**config.mk**
```make
export PLATFORM = sky130hd
export DESIGN_NAME = mux4_rr_arbiter_flat
export DESIGN_NICKNAME = d
export VERILOG_FILES = /design/src/rtl/mux4_rr_arbiter_if.sv /design/src/rtl/mux4_rr_arbiter.sv /design/src/flat_wrapper.sv
export SDC_FILE = /design/constraint.sdc
export NUM_CORES = 1
export LEC_CHECK = 0
export CAP_MARGIN = 20
export CORE_MARGIN = 2
export CORE_UTILIZATION = 30
export CTS_BUF_LIST = sky130_fd_sc_hd__clkbuf_4
export CTS_CLUSTER_SIZE = 10
export DETAILED_ROUTE_END_ITERATION = 12
export SLEW_MARGIN = 20
export SYNTH_ARGS = -nofsm -noshare
export SYNTH_HDL_FRONTEND = slang
export SYNTH_SLANG_ARGS = --single-unit
export TNS_END_PERCENT = 30
```
**constraint.sdc**
```tcl
create_clock -name clk -period 3.3 [get_ports clk]
set_clock_uncertainty 0.05 [all_clocks]
set_input_delay 0.66 -clock clk [delete_from_list [all_inputs] [get_ports clk]]
set_output_delay 0.66 -clock clk [all_outputs]
set_load 0.01 [all_outputs]
```
**src/rtl/mux4_rr_arbiter_if.sv**
```systemverilog
// mux4_rr_arbiter_if: request/grant and resource-handshake bundle for the round-robin arbiter.
interface mux4_rr_arbiter_if;
    logic [3:0] req;
    logic       mem_done;
    logic [1:0] sel;
    logic [3:0] gnt;
    logic       mem_start;
    logic       busy;
    logic       timeout_err;
    modport master (input req, mem_done, output sel, gnt, mem_start, busy, timeout_err);
    modport slave (output req, mem_done, input sel, gnt, mem_start, busy, timeout_err);
endinterface

```
**src/rtl/mux4_rr_arbiter.sv**
```systemverilog
// mux4_rr_arbiter: round-robin arbiter sharing one resource port among four requesters,
// holding each grant until mem_done or a watchdog abort.
module mux4_rr_arbiter #(
    parameter int TIMEOUT_CYCLES = 255,
    parameter int CNT_W = 8
) (
    input logic clk,
    input logic rst_n,
    mux4_rr_arbiter_if.master bus
);
    typedef enum logic {IDLE, BUSY} state_t;
    localparam logic [CNT_W-1:0] LIMIT = CNT_W'(TIMEOUT_CYCLES - 1);
    localparam logic [CNT_W-1:0] CNT_MAX = '1;
    state_t state, state_nxt;
    logic [1:0] sel_q, sel_nxt, last, last_nxt, win, off;
    logic [3:0] gnt_q, gnt_nxt, rot;
    logic start_q, start_nxt, busy_q, busy_nxt, err_q, err_nxt;
    logic [CNT_W-1:0] cnt, cnt_nxt;

    // Rotate requests so bit 0 is the requester right after the last winner.
    always_comb begin
        rot = 4'({bus.req, bus.req} >> ({1'b0, last} + 3'd1));
        off = rot[0] ? 2'd0 : rot[1] ? 2'd1 : rot[2] ? 2'd2 : 2'd3;
        win = last + 2'd1 + off;
    end

    always_comb begin
        state_nxt = state;
        sel_nxt = sel_q;
        gnt_nxt = gnt_q;
        start_nxt = 1'b0;
        busy_nxt = busy_q;
        err_nxt = err_q;
        cnt_nxt = cnt;
        last_nxt = last;
        if (state == IDLE) begin
            if (|bus.req) begin
                state_nxt = BUSY;
                sel_nxt = win;
                gnt_nxt = 4'b0001 << win;
                start_nxt = 1'b1;
                busy_nxt = 1'b1;
                cnt_nxt = '0;
            end
        end else if (bus.mem_done || cnt == LIMIT) begin
            state_nxt = IDLE;
            gnt_nxt = 4'b0000;
            busy_nxt = 1'b0;
            last_nxt = sel_q;
            err_nxt = err_q | ~bus.mem_done;
        end else begin
            cnt_nxt = (cnt == CNT_MAX) ? cnt : cnt + 1'b1;
        end
    end

    always_ff @(posedge clk or negedge rst_n) begin
        if (!rst_n) begin
            state <= IDLE;
            sel_q <= 2'b00;
            gnt_q <= 4'b0000;
            start_q <= 1'b0;
            busy_q <= 1'b0;
            err_q <= 1'b0;
            cnt <= '0;
            last <= 2'd3;
        end else begin
            state <= state_nxt;
            sel_q <= sel_nxt;
            gnt_q <= gnt_nxt;
            start_q <= start_nxt;
            busy_q <= busy_nxt;
            err_q <= err_nxt;
            cnt <= cnt_nxt;
            last <= last_nxt;
        end
    end

    assign bus.sel = sel_q;
    assign bus.gnt = gnt_q;
    assign bus.mem_start = start_q;
    assign bus.busy = busy_q;
    assign bus.timeout_err = err_q;
endmodule

```
**src/flat_wrapper.sv**
```systemverilog
// flat-port wrapper written by rule: the top's interface ports become plain ports
module mux4_rr_arbiter_flat 
#(
    parameter int TIMEOUT_CYCLES = 255,
    parameter int CNT_W = 8
)
  (clk, rst_n, bus_req, bus_mem_done, bus_sel, bus_gnt, bus_mem_start, bus_busy, bus_timeout_err);
  mux4_rr_arbiter_if bus_i ();
  input logic clk;
  input logic rst_n;
  input wire logic [$bits(bus_i.req)-1:0] bus_req;
  input wire logic [$bits(bus_i.mem_done)-1:0] bus_mem_done;
  output wire logic [$bits(bus_i.sel)-1:0] bus_sel;
  output wire logic [$bits(bus_i.gnt)-1:0] bus_gnt;
  output wire logic [$bits(bus_i.mem_start)-1:0] bus_mem_start;
  output wire logic [$bits(bus_i.busy)-1:0] bus_busy;
  output wire logic [$bits(bus_i.timeout_err)-1:0] bus_timeout_err;
  assign bus_i.req = bus_req;
  assign bus_i.mem_done = bus_mem_done;
  assign bus_sel = bus_i.sel;
  assign bus_gnt = bus_i.gnt;
  assign bus_mem_start = bus_i.mem_start;
  assign bus_busy = bus_i.busy;
  assign bus_timeout_err = bus_i.timeout_err;
  mux4_rr_arbiter #(.TIMEOUT_CYCLES(TIMEOUT_CYCLES), .CNT_W(CNT_W)) u_core (.clk(clk), .rst_n(rst_n), .bus(bus_i));
endmodule
```
==> run_results.csv <==
group,metric,value,unit
critical_path,path_delay_family,"compound AO/OA/AOI/OAI gates",
route,vias,852,
yosys,syn_area,1090,sq um
yosys,yosysTopAreaCell,"dfrtp_1",
layout,ff_latch_area,503,sq um
timing,period_minus_slack,2.89,ns
cts,clk_pin_slew,0.12,ns
floorplanning,die_area,4120,sq um
layout,final_cell_area,1330,sq um
run,maxCapViolCount,0,
timing,holdWs,0.434,ns
yosys,synth_top_cell_area_share,0.415,
yosys,synth_fa_ha_area_frac,0.0461,
timing,finalSetupViolCount,0,
timing,tightest_slew,0.884,ns
timing,rsz0062_at_grt,"no",
yosys,netlist_instances,112,
yosys,syn_nets,123,
placement,place_area,1280,sq um
global_route,grt_pass1_wl,3850,um
critical_path,cp_common_cell,"o21ai_0",
critical_path,arrival,3.03,ns
cts,holdBufCountCts,0,
critical_path,ff2ff_path_depth,10,
layout,fin_nets,141,
critical_path,cp-start-kind,"primary input",
yosys,synth_top_family_by_area,"simple AND/OR/NAND/NOR gates",
critical_path,reg2reg_slack,0.78,ns
yosys,synthMuxAreaShare,0.0300,
route,wl_met2,962,um
yosys,yosys.area_share.simple,0.227,
yosys,synth_compound_area_frac,0.153,
critical_path,cp_slowest_cell,"clkdlybuf4s50_1",
global_route,grt_max_degree,21,
cts,cts_tree,"done",
yosys,synth-edff-count,0,
timing,slew_headroom,0.409,
route,drc_errors,0,
yosys,synthArstFlopShare,1.00,
route,via_per_inst,4.87,
global_route,grt_usage,0.120,
timing,slew_violations,0,
critical_path,cp.depth,10,
timing,tns,0,ns
hold_path,whs_endpoint,"u_core.bus.timeout_err",
timing,hold_viol_final,0,
cts,post_cts_buffers,0,
yosys,synth_warnings,0,
yosys,ys_ff_latch,20,
critical_path,crit_required,3.44,ns
placement,gp_congestion,0.814,
placement,dp_hpwl,1560,um
layout,multi_input_area,548,sq um
yosys,synth.most_common_cell,"dfrtp_1",
critical_path,r2r_end,"u_core.bus.gnt[2]",
cts,clock_sinks,20,
cts,cts_root_buf,"clkbuf_4",
route,dr.pass1.iters,4,
global_route,grt-ovfl-total,0,
yosys,synthTopCellsByArea,"dfrtp_1, dfstp_2, xnor2_1, ha_1, nand2_1",
floorplanning,num_rows,21,
global_route,antenna_found_initial,0,
yosys,avgSynthCellArea,9.70,sq um
cts,ctsResizeCount,0,
yosys,ys_types,35,
critical_path,crit_buf_inv,1,
power_and_ir_drop,p_leak,0.553,nW
floorplanning,io_pins,16,
route,drt_iter0_drc,43,
route,wl_met3,83,um
layout,area_growth,22.5,%
route,wirelength,2160,um
floorplanning,core,3420,sq um
critical_path,crit_chain,"clkdlybuf4s50_1 -> a21boi_0 -> o221ai_1 -> o21ai_0 -> ha_1 -> or3_1 -> nand3_1 -> o21ai_0 -> a211oi_2 -> o21ai_0",
layout,antenna_cells,0,
yosys,synth_commonest_cells,"dfrtp_1, nand2_1, nor2_1, nand3_1, o21ai_0",
critical_path,reg2reg_from,"u_core.last[1]",
route,highest_layer,"met4",
route,drt-met1-wl,1060,um
yosys,seq_area_frac_synth,0.463,
route,wl_per_cell,12.3,um
floorplanning,die_h,64.2,um
critical_path,crit_type,"primary input to flop",
route,final_antenna_net_count,0,
run_status,status,"completed",
floorplanning,die_w,64.2,um
cts,clockBufferDepth,2,
yosys,synth_xor_area_frac,0.0484,
critical_path,cp_max_fo,8,
power_and_ir_drop,pwr_density_cell,685,nW/um^2
critical_path,end_kind,"flop",
floorplanning,initial_core_util,0.318,
cts,numCtsBuffers,3,
placement,portBuffers,15,
yosys,ys.flop_type,"dfrtp_1",
hold_path,hold_path_class,"flop to flop",
timing,fmax,346,MHz
cts,htree_levels,1,
hold_path,hp-start,"u_core.bus.timeout_err",
layout,postLayoutCoreUtil,0.389,
layout,layout-drive-gt1-share,0.101,
timing,period_share,0.877,
layout,fillerInstances,356,
power_and_ir_drop,max-vdd-ir-drop,0.203,mV
global_route,grt_pass1_vias,875,
critical_path,max_stage_delay,0.60,ns
hold_path,hold-path-cell-count,1,
cts,clkLatencyLatePin,0.31,ns
-- cell type report --
type,instances,share of cell area
Clock buffer,3,0.0169
Clock inverter,1,0.0226
Inverter,5,0.0141
Multi-Input combinational cell,85,0.412
Sequential cell,20,0.378
Tap cell,46,0.0433
Timing Repair Buffer,15,0.113
-- how the worst max path moves through the flow --
stage / start / end
global placement: bus_req[3] / u_core.bus.gnt[2]
CTS: bus_req[3] / u_core.bus.gnt[2]
floorplan: bus_req[0] / u_core.bus.gnt[2]
global route: bus_req[3] / u_core.bus.gnt[2]
finish: bus_req[3] / u_core.bus.gnt[2]
detailed placement: bus_req[3] / u_core.bus.gnt[2]
-- per-stage QoR --
step / std cells / worst slack (ns) / total power, W
2_1_floorplan: 112 / 0.915 / 0.000582
3_3_place_gp: 171 / 0.199 / 0.000704
3_5_place_dp: 171 / 0.0758 / 0.000714
4_1_cts: 175 / 0.413 / 0.000922
5_1_grt: 175 / 0.179 / 0.000981
6_report: 175 / 0.406 / 0.000912
-- cells in the final DEF, fill, tap and decap left out --
master / count
ha_1: 4
xnor2_1: 6
and3_1: 3
a211oi_2: 1
nor2_1: 10
a31o_1: 1
or4_4: 1
and4_1: 1
o221ai_1: 1
a32o_1: 1
nand4_1: 1
nand3_1: 8
bufinv_16: 1
a21oi_1: 2
o21ai_4: 1
nand2_1: 13
clkbuf_4: 3
dfstp_2: 2
dfrtp_1: 18
nor3_1: 6
o21bai_1: 1
mux2i_1: 1
o41ai_1: 1
mux2_2: 2
o22ai_1: 1
o31ai_1: 2
inv_2: 1
a21boi_0: 3
clkdlybuf4s50_1: 15
nor3b_2: 1
nor3b_1: 1
or3_1: 1
and2_1: 1
nor4_1: 2
inv_1: 4
o21ai_0: 8
-- registers in the layout (all words and copies together), names as in the netlist --
register / cells
u_core.bus.mem_start: 1
u_core.bus.busy: 1
u_core.bus.sel: 2
u_core.state: 1
u_core.cnt: 8
u_core.bus.timeout_err: 1
u_core.bus.gnt: 4
u_core.last: 2
-- metal layers --
metal / track usage / vias up
met4: 0.0718 / 0
met5: 0 / -
met3: 0.0229 / 4
met1: 0.152 / 400
met2: 0.188 / 12
li1: - / 436
-- report_power, final --
part / switching [W] / internal [W] / leakage [nW]
Sequential: 0.0000563 / 0.000312 / 0.254
Combinational: 0.000174 / 0.000165 / 0.271
Clock: 0.0000814 / 0.000123 / 0.0279
Total: 0.000312 / 0.000599 / 0.553
-- worst register-to-register path: stages (launching register included) --
cell      delay [ns]
dfstp_2         0.60
inv_1           0.09
a21boi_0        0.17
o22ai_1         0.10
o21ai_0         0.24
ha_1            0.30
o21ai_0         0.11
nand3_1         0.09
o21ai_0         0.10
a211oi_2        0.39
o21ai_0         0.15
-- logic make-up after synthesis --
group,Yosys count
DFF,20
adders and majority gates,4
buffers and inverters,7
AOI/OAI and AO/OA,23
and+or+nand+nor,49
muxes,3
xor gates and xnor gates,6
No activity file was read; power rests on OpenSTA's default activity.
